## src/rtl/seq_divider16_if.sv

```systemverilog
// Handshake and result bundle for the sequential restoring divider.
interface seq_divider16_if #(
    parameter int unsigned WIDTH = 16
) ();
    logic             start;
    logic [WIDTH-1:0] dividend;
    logic [WIDTH-1:0] divisor;
    logic [WIDTH-1:0] quotient;
    logic [WIDTH-1:0] remainder;
    logic             busy;
    logic             done;
    logic             div_zero;

    // Requester side drives operands and start, observes results.
    modport master (
        output start, dividend, divisor,
        input  quotient, remainder, busy, done, div_zero
    );

    // Divider side.
    modport slave (
        input  start, dividend, divisor,
        output quotient, remainder, busy, done, div_zero
    );
endinterface

```

## src/rtl/seq_divider16.sv

```systemverilog
// Unsigned restoring divider, one quotient bit per clock.
// IDLE accepts a request, RUN iterates WIDTH times, DONE pulses for one cycle.
// A zero divisor skips RUN and reports all-ones quotient with div_zero set.
module seq_divider16 #(
    parameter int unsigned WIDTH = 16
) (
    input logic              clk,
    input logic              rst_n,
    seq_divider16_if.slave   bus
);
    localparam int unsigned CntW = $clog2(WIDTH + 1);

    typedef enum logic [1:0] {StIdle, StRun, StDone} state_e;

    state_e           state_q;
    logic [WIDTH-1:0] rem_q;
    logic [WIDTH-1:0] quo_q;
    logic [WIDTH-1:0] dvs_q;
    logic [CntW-1:0]  cnt_q;
    logic             busy_q;
    logic             done_q;
    logic             dz_q;

    // Shift keeps the old remainder MSB, so the trial is WIDTH+1 bits and the borrow is its MSB.
    logic [WIDTH:0] shifted;
    logic [WIDTH:0] trial;

    // Trial subtraction for the current restoring step.
    always_comb begin
        shifted = {rem_q, quo_q[WIDTH-1]};
        trial   = shifted - {1'b0, dvs_q};
    end

    // Control FSM together with the datapath registers and registered status outputs.
    always_ff @(posedge clk or negedge rst_n) begin
        if (!rst_n) begin
            state_q <= StIdle;
            rem_q   <= '0;
            quo_q   <= '0;
            dvs_q   <= '0;
            cnt_q   <= '0;
            busy_q  <= 1'b0;
            done_q  <= 1'b0;
            dz_q    <= 1'b0;
        end else begin
            case (state_q)
                StIdle: begin
                    if (bus.start) begin
                        dvs_q <= bus.divisor;
                        if (bus.divisor == '0) begin
                            quo_q   <= '1;
                            rem_q   <= bus.dividend;
                            dz_q    <= 1'b1;
                            done_q  <= 1'b1;
                            state_q <= StDone;
                        end else begin
                            rem_q   <= '0;
                            quo_q   <= bus.dividend;
                            cnt_q   <= CntW'(WIDTH);
                            dz_q    <= 1'b0;
                            busy_q  <= 1'b1;
                            state_q <= StRun;
                        end
                    end
                end
                StRun: begin
                    if (trial[WIDTH]) begin
                        // Borrow: restore; shifted MSB is zero here since shifted < divisor.
                        rem_q <= shifted[WIDTH-1:0];
                        quo_q <= {quo_q[WIDTH-2:0], 1'b0};
                    end else begin
                        rem_q <= trial[WIDTH-1:0];
                        quo_q <= {quo_q[WIDTH-2:0], 1'b1};
                    end
                    cnt_q <= cnt_q - 1'b1;
                    if (cnt_q == CntW'(1)) begin
                        busy_q  <= 1'b0;
                        done_q  <= 1'b1;
                        state_q <= StDone;
                    end
                end
                StDone: begin
                    done_q  <= 1'b0;
                    state_q <= StIdle;
                end
                default: begin
                    busy_q  <= 1'b0;
                    done_q  <= 1'b0;
                    state_q <= StIdle;
                end
            endcase
        end
    end

    assign bus.quotient  = quo_q;
    assign bus.remainder = rem_q;
    assign bus.busy      = busy_q;
    assign bus.done      = done_q;
    assign bus.div_zero  = dz_q;
endmodule
```

## src/flat_wrapper.sv

```systemverilog
// flat-port wrapper written by rule: the top's interface ports become plain ports
module seq_divider16_flat 
#(
    parameter int unsigned WIDTH = 16
)
  (clk, rst_n, bus_start, bus_dividend, bus_divisor, bus_quotient, bus_remainder, bus_busy, bus_done, bus_div_zero);
  seq_divider16_if #(.WIDTH(WIDTH)) bus_i ();
  input logic clk;
  input logic rst_n;
  input wire logic [$bits(bus_i.start)-1:0] bus_start;
  input wire logic [$bits(bus_i.dividend)-1:0] bus_dividend;
  input wire logic [$bits(bus_i.divisor)-1:0] bus_divisor;
  output wire logic [$bits(bus_i.quotient)-1:0] bus_quotient;
  output wire logic [$bits(bus_i.remainder)-1:0] bus_remainder;
  output wire logic [$bits(bus_i.busy)-1:0] bus_busy;
  output wire logic [$bits(bus_i.done)-1:0] bus_done;
  output wire logic [$bits(bus_i.div_zero)-1:0] bus_div_zero;
  assign bus_i.start = bus_start;
  assign bus_i.dividend = bus_dividend;
  assign bus_i.divisor = bus_divisor;
  assign bus_quotient = bus_i.quotient;
  assign bus_remainder = bus_i.remainder;
  assign bus_busy = bus_i.busy;
  assign bus_done = bus_i.done;
  assign bus_div_zero = bus_i.div_zero;
  seq_divider16 #(.WIDTH(WIDTH)) u_core (.clk(clk), .rst_n(rst_n), .bus(bus_i));
endmodule
```

## config.mk

```make
export PLATFORM = sky130hd
export DESIGN_NAME = seq_divider16_flat
export DESIGN_NICKNAME = d
export VERILOG_FILES = /design/src/rtl/seq_divider16_if.sv /design/src/rtl/seq_divider16.sv /design/src/flat_wrapper.sv
export SDC_FILE = /design/constraint.sdc
export NUM_CORES = 1
export LEC_CHECK = 0
export BUFFER_PORTS_ARGS = -buffer_cell sky130_fd_sc_hd__buf_4
export CAP_MARGIN = 10
export CORE_ASPECT_RATIO = 0.5
export CORE_UTILIZATION = 26
export CTS_CLUSTER_SIZE = 40
export DETAILED_ROUTE_END_ITERATION = 12
export PLACE_DENSITY = 0.55
export REMOVE_ABC_BUFFERS = 1
export SLEW_MARGIN = 20
export SYNTH_ARGS = -nofsm -noshare
export SYNTH_HDL_FRONTEND = slang
export SYNTH_SLANG_ARGS = --single-unit
```

## constraint.sdc

```tcl
create_clock -name clk -period 5.15 [get_ports clk]
set_input_delay 0.515 -clock clk [delete_from_list [all_inputs] [get_ports clk]]
set_output_delay 0.515 -clock clk [all_outputs]
set_load 0.005 [all_outputs]
```

== After elaboration in Yosys (flattened, before gate mapping) ==
Cells that the tools add are included.

* $add $sub $neg: 2
* Eq/ne operators: 7
* Muxes and demuxes: 24
* Bitwise logic cells: 1
* Reductions and logical operators: 9

{| class="wikitable"
|+ Operators with widths
! kind !! count
|-
| 16-bit 2-to-1 mux || 5
|-
| 16-bit one-hot mux with 2 select lines || 2
|-
| 17-bit by 16-bit subtractor with 17-bit output || 1
|-
| 16-bit zero test || 1
|-
| 5-bit 2-to-1 mux || 2
|-
| 5-bit one-hot mux with 2 select lines || 1
|-
| 1-bit 2-to-1 mux || 8
|-
| 2-bit 2-to-1 mux || 3
|-
| 2-bit AND reduction || 3
|-
| 3-bit AND reduction || 2
|-
| 5-bit by 1-bit == test with 1-bit output, second input constant || 1
|-
| 5-bit by 1-bit subtractor with 5-bit output, second input constant || 1
|-
| 2-bit by 1-bit inequality test with 1-bit output, second input constant || 2
|-
| 2-bit inequality test, second input constant || 2
|-
| 2-bit one-hot mux with 2 select lines || 1
|-
| 4-bit AND reduction || 1
|-
| 1-bit one-hot mux with 3 select lines || 1
|-
| 2-bit by 1-bit == test with 1-bit output, second input constant || 1
|-
| 2-bit == test, second input constant || 1
|-
| 2-bit zero test || 1
|-
| 1-bit one-hot mux with 2 select lines || 1
|-
| 2-bit nonzero test || 1
|-
| 1-bit NOT || 1
|}

* Flip-flop bits (word level): 58
* Output and inout port bits: 35
* Logic and storage cells: 51

== Depth between registers and ports, before layout ==
* Word-level depth: 4
* Gate-level depth with buffers: 11
* Mapped depth without buffers: 10

== Worst setup path before layout ==
OpenSTA, ideal clock, no wires.

* Path kind: register -> register
* From: register u_core.quo_q[15], in the netlist u_core.bus.quotient[15]
* To: register u_core.rem_q[0], in the netlist u_core.bus.remainder[0]
* Library setup time: 0.083 ns
* Arrival: 2.470 ns
* Data required time: 5.067 ns
* Path slack: 2.597 ns
* Cell stages (with the launch flop): 11
* Buffers on the path: 0
* Clock period less this slack: 2.553 ns
* Cells stage by stage: dfrtp_1 -> inv_1 -> ha_1 -> fa_1 -> nand2b_1 -> a21oi_2 -> o21ai_2 -> mux2_4 -> nor2_4 -> mux2_2 -> o21ai_0

* Longest elaborated chain between the ends: 3

{| class="wikitable"
|+ RTL lines
! what !! line !! source
|-
| start, declared || seq_divider16.sv:17 || <nowiki>logic [WIDTH-1:0] quo_q;</nowiki>
|-
| start signal, assigned || seq_divider16.sv:58 || <nowiki>quo_q <= bus.dividend;</nowiki>
|-
| start signal, assigned || seq_divider16.sv:70 || <nowiki>quo_q <= {quo_q[WIDTH-2:0], 1'b0};</nowiki>
|-
| start signal, assigned || seq_divider16.sv:73 || <nowiki>quo_q <= {quo_q[WIDTH-2:0], 1'b1};</nowiki>
|-
| 17-bit by 16-bit subtractor with 17-bit output || seq_divider16.sv:31 || <nowiki>trial = shifted - {1'b0, dvs_q};</nowiki>
|-
| 16-bit 2-to-1 mux (*) || seq_divider16.sv:67 || <nowiki>if (trial[WIDTH]) begin</nowiki>
|-
| 16-bit one-hot mux with 2 select lines (*) || seq_divider16.sv:46 || <nowiki>case (state_q)</nowiki>
|-
| end signal, assigned || seq_divider16.sv:52 || <nowiki>rem_q <= bus.dividend;</nowiki>
|-
| end signal, assigned || seq_divider16.sv:69 || <nowiki>rem_q <= shifted[WIDTH-1:0];</nowiki>
|-
| end signal, assigned || seq_divider16.sv:72 || <nowiki>rem_q <= trial[WIDTH-1:0];</nowiki>
|-
| end, declared || seq_divider16.sv:16 || <nowiki>logic [WIDTH-1:0] rem_q;</nowiki>
|}

Every way passes the cells marked *; elsewhere a longest branch is shown, timed or not.
A chain may end at the register's enable or synchronous reset.

== Worst setup path in the final report ==
* From: register u_core.quo_q[15], in the netlist u_core.bus.quotient[15]
* To: register u_core.rem_q[1], in the netlist u_core.bus.remainder[1]

* Longest elaborated chain between the ends: 3

{| class="wikitable"
|+ RTL lines
! what !! line
|-
| 17-bit by 16-bit subtractor with 17-bit output || seq_divider16.sv:31
|-
| 16-bit 2-to-1 mux || seq_divider16.sv:67
|-
| 16-bit one-hot mux with 2 select lines || seq_divider16.sv:46
|}

Every way passes these cells.

==> flow_results.xml <==
<?xml version="1.0" encoding="UTF-8"?>
<metrics>
  <group name="run_status">
    <metric name="run_status" unit="">finished, final reports clean</metric>
  </group>
  <group name="global_routing">
    <metric name="grt_pass1_wl" unit="mm">15.1</metric>
    <metric name="grt_antenna_before_repair" unit="">0</metric>
    <metric name="grt-ovfl-total" unit="">0</metric>
    <metric name="grt_pass1_vias" unit="">2928</metric>
    <metric name="pin_count_of_the_biggest_net_entering_global_routing" unit="">59</metric>
    <metric name="grt.total_usage" unit="%">14.2</metric>
  </group>
  <group name="setup_path">
    <metric name="crit_path_end_kind" unit="">register</metric>
    <metric name="critical_path_required" unit="ns">5.39</metric>
    <metric name="critPathLaunchType" unit="">register</metric>
    <metric name="worst_path_largest_cell_delay" unit="ns">0.46</metric>
    <metric name="path_class" unit="">reg -&gt; reg</metric>
    <metric name="worst-r2r-setup-slack" unit="ns">2.17</metric>
    <metric name="timing.critical_path.buf_inv" unit="">1</metric>
    <metric name="cp_top_family" unit="">multiplexers</metric>
    <metric name="critPathSlowestCell" unit="">sky130_fd_sc_hd__nor2_4</metric>
    <metric name="path_cells" unit="">inv_1 &gt; ha_1 &gt; fa_1 &gt; nand2b_1 &gt; a21oi_2 &gt; o21ai_2 &gt; mux2_4 &gt; nor2_4 &gt; mux2_2 &gt; o21ai_0</metric>
    <metric name="critPathMaxFanout" unit="">18</metric>
    <metric name="crit_arrival" unit="ns">3.22</metric>
  </group>
  <group name="floorplanning">
    <metric name="core_region_area" unit="sq um">12800</metric>
    <metric name="floorplan.die.width" unit="microns">165</metric>
    <metric name="top_level_ports" unit="">70</metric>
    <metric name="floorplan.die_area" unit="sq um">13700</metric>
    <metric name="die_height" unit="microns">83.4</metric>
    <metric name="start_util" unit="%">26.9</metric>
    <metric name="fp-row-count" unit="">29</metric>
  </group>
  <group name="flow_run">
    <metric name="cap_viol_max_count" unit="">0</metric>
  </group>
  <group name="timing">
    <metric name="fin_skew" unit="ns">0.00582</metric>
    <metric name="tightest_slew" unit="ns">0.772</metric>
    <metric name="timing.fmax" unit="MHz">336</metric>
    <metric name="grt_setup_unrepaired" unit="">false</metric>
    <metric name="slew-limit-headroom" unit="%">48.5</metric>
    <metric name="finalSetupViolations" unit="">0</metric>
    <metric name="timing.final.hold_violations" unit="">0</metric>
    <metric name="layout_setup_ws" unit="ns">2.17</metric>
    <metric name="timing_max_transition_violations_final" unit="">0</metric>
    <metric name="finalSetupTns" unit="ns">0</metric>
    <metric name="post-route-period-util" unit="%">57.8</metric>
    <metric name="shortest_period_the_worst_path_allows" unit="ns">2.98</metric>
  </group>
  <group name="synthesis">
    <metric name="post_synth_num_cell_types" unit="">50</metric>
    <metric name="yosys_register_bits" unit="">58</metric>
    <metric name="count_leader_synth" unit="">sky130_fd_sc_hd__dfrtp_1</metric>
    <metric name="post_synth_most_frequent_cells" unit="">58 x sky130_fd_sc_hd__dfrtp_1, 49 x sky130_fd_sc_hd__nand2_1, 32 x sky130_fd_sc_hd__nor2_1, 30 x sky130_fd_sc_hd__o21ai_0, 21 x sky130_fd_sc_hd__inv_1</metric>
    <metric name="synth_seq_area_share" unit="%">42.1</metric>
    <metric name="yosys-top-cells-area" unit="">sky130_fd_sc_hd__dfrtp_1 42%, sky130_fd_sc_hd__ha_1 6.5%, sky130_fd_sc_hd__nand2_1 5.3%, sky130_fd_sc_hd__o21ai_0 4.4%, sky130_fd_sc_hd__nor2_1 3.5%</metric>
    <metric name="ys_dominant_reg_cell" unit="">sky130_fd_sc_hd__dfrtp_1</metric>
    <metric name="synth-simple-area-share" unit="%">17.6</metric>
    <metric name="synthAdderAreaFrac" unit="%">7.12</metric>
    <metric name="synthesis.instances" unit="">384</metric>
    <metric name="synth.cell_area" unit="sq um">3450</metric>
    <metric name="synth-warning-count" unit="">0</metric>
    <metric name="muxShareOfSynthArea" unit="%">3.99</metric>
    <metric name="edff_count_synth" unit="">0</metric>
    <metric name="synth_xor_xnor_area_share" unit="%">3.81</metric>
    <metric name="yosys.area.top_type" unit="">sky130_fd_sc_hd__dfrtp_1</metric>
    <metric name="synth_top_area_share" unit="%">42.1</metric>
    <metric name="syn_area_per_cell" unit="sq um">8.97</metric>
    <metric name="synth_compound_area_share" unit="%">21.1</metric>
    <metric name="synth_top_family_by_area" unit="">compound AO/OA/AOI/OAI gates</metric>
    <metric name="asyncSetResetFlopFracSynth" unit="%">100</metric>
  </group>
  <group name="clock_network">
    <metric name="cts-hold-fix-buffers" unit="">0</metric>
    <metric name="cts.repair.resized" unit="">0</metric>
    <metric name="cts_num_sinks" unit="">58</metric>
    <metric name="cts_tree" unit="">yes</metric>
    <metric name="cts_buffer_depth" unit="">2</metric>
    <metric name="clock_tree.root_cell" unit="">sky130_fd_sc_hd__clkbuf_16</metric>
    <metric name="htree_levels" unit="">3</metric>
    <metric name="worst_skew_pair.late_latency" unit="ns">0.33</metric>
    <metric name="cts_post_setup_buffers_inserted" unit="">0</metric>
    <metric name="cts.clk_slew.worst_paths" unit="ns">0.05</metric>
    <metric name="cts_inserted_buffers" unit="">9</metric>
  </group>
  <group name="detailed_routing">
    <metric name="initialDrtViolationCount" unit="">149</metric>
    <metric name="routed-via-count" unit="">3014</metric>
    <metric name="drt.antenna.violating_nets" unit="">0</metric>
    <metric name="drcViolationCount" unit="">0</metric>
    <metric name="vias_per_cell" unit="">4.81</metric>
    <metric name="routed_wl" unit="mm">9.29</metric>
    <metric name="avgRoutedWirePerCell" unit="microns">14.8</metric>
    <metric name="dr.pass1.iters" unit="">4</metric>
  </group>
  <group name="pwr">
    <metric name="vdd.ir_drop.worst" unit="uV">213</metric>
    <metric name="power_leakage" unit="nW">2.06</metric>
    <metric name="ratio_of_total_power_to_cell_area" unit="nW/um^2">720</metric>
    <metric name="fin_total_pwr" unit="mW">3.20</metric>
  </group>
  <group name="min_path">
    <metric name="min-delay-path-class" unit="">in -&gt; async</metric>
  </group>
  <group name="final_layout">
    <metric name="finalInstanceArea" unit="sq um">4450</metric>
    <metric name="drive_gt1_share" unit="%">21.9</metric>
    <metric name="syn2layout_area_growth" unit="%">29.1</metric>
    <metric name="antennaDiodeCount" unit="">0</metric>
    <metric name="fin_util" unit="%">34.7</metric>
    <metric name="nFillCells" unit="">1316</metric>
    <metric name="num-nets-final" unit="">506</metric>
  </group>
  <group name="placed_design">
    <metric name="dpl-instance-area" unit="sq um">4140</metric>
    <metric name="pre_cts_ws" unit="ns">2.19</metric>
    <metric name="detailedPlacementHpwl" unit="mm">6.86</metric>
    <metric name="gp_congestion" unit="">0.791</metric>
    <metric name="portBuffers" unit="">69</metric>
  </group>
</metrics>
[placed cells by master (no fill, tap or decap), drive strengths merged, types with 2 or more instances in the layout]
cell,count
xnor2,10
xor2,5
inv,21
a22o,2
nor2,33
a21o,6
clkbuf,12
o211ai,2
o22ai,2
buf,73
a21oi,14
a211oi,4
clkinvlp,2
a31oi,4
o21a,2
o31ai,16
mux2,3
dfrtp,58
nor3,18
nor4,4
ha,18
a22oi,14
a311oi,2
nand3,7
nand2b,8
o21ai,38
nand2,49
mux2i,10
and2,3
[layout make-up]
| class | instances | area (sq um) | share of cell area (%) |
|---|---|---|---|
| Sequential cell | 58 | 1450 | 32.6 |
| Timing Repair Buffer | 73 | 548 | 12.3 |
| Tap cell | 170 | 213 | 4.78 |
| Multi-Input combinational cell | 289 | 1850 | 41.6 |
| Inverter | 21 | 78.8 | 1.77 |
| Clock buffer | 12 | 256 | 5.77 |
| Clock inverter | 4 | 50.0 | 1.13 |
[flip-flops by register name, summed over array words and instances, names as in the netlist]
name	flops
u_core.state_q	2
u_core.bus.quotient	16
u_core.bus.busy	1
u_core.bus.div_zero	1
u_core.bus.done	1
u_core.dvs_q	16
u_core.cnt_q	5
u_core.bus.remainder	16
[worst paths after layout]
kind	from	end	depth (start not counted)
max	u_core.bus.quotient[15]	u_core.bus.remainder[1]	10
min in group clk	bus_divisor[11]	u_core.dvs_q[11]	3
max reg2reg	u_core.bus.quotient[15]	u_core.bus.remainder[1]	10
min reg2reg	u_core.dvs_q[0]	u_core.dvs_q[0]	2
min	rst_n	u_core.cnt_q[4]	1
max in group asynchronous	rst_n	u_core.bus.remainder[13]	1
[worst register-to-register path: cells and delay by family (launching register included)]
kind,cells,cell delay [ns]
mux,2,0.73
flops,1,0.38
fa+ha+maj,2,0.61
simple gates,2,0.65
buf+inv,1,0.07
compound gates,3,0.45
[kinds of logic after synthesis]
family / after synthesis
AND/OR/NAND/NOR: 131
AO/OA/AOI/OAI: 111
flip-flops: 58
buffers and inverters: 37
adder cells (fa/ha/maj): 19
XOR/XNOR: 15
multiplexers: 13
[power by group]
group | switching [mW] | internal, mW | leakage, nW
Sequential | 0.154 | 0.667 | 0.724
Clock | 0.208 | 0.400 | 0.145
Combinational | 0.973 | 0.802 | 1.19
[routing by layer]
| metal | global-route usage, % | share of wire (%) | vias up |
|---|---|---|---|
| li1 | - | - | 1518 |
| met2 | 21.8 | 45 | 52 |
| met3 | 4.85 | 6.3 | 6 |
| met5 | 0 | 0 | - |
| met4 | 3.92 | 1.0 | 0 |
| met1 | 18.8 | 48 | 1438 |
[stage by stage]
stage	instances	hold WS (ns)
after floorplan	368	0.219
after global placement	611	0.472
after detailed placement	611	0.473
after CTS	627	0.287
after global routing	627	0.311
final	627	0.247
No activity file was read; power rests on OpenSTA's default activity.
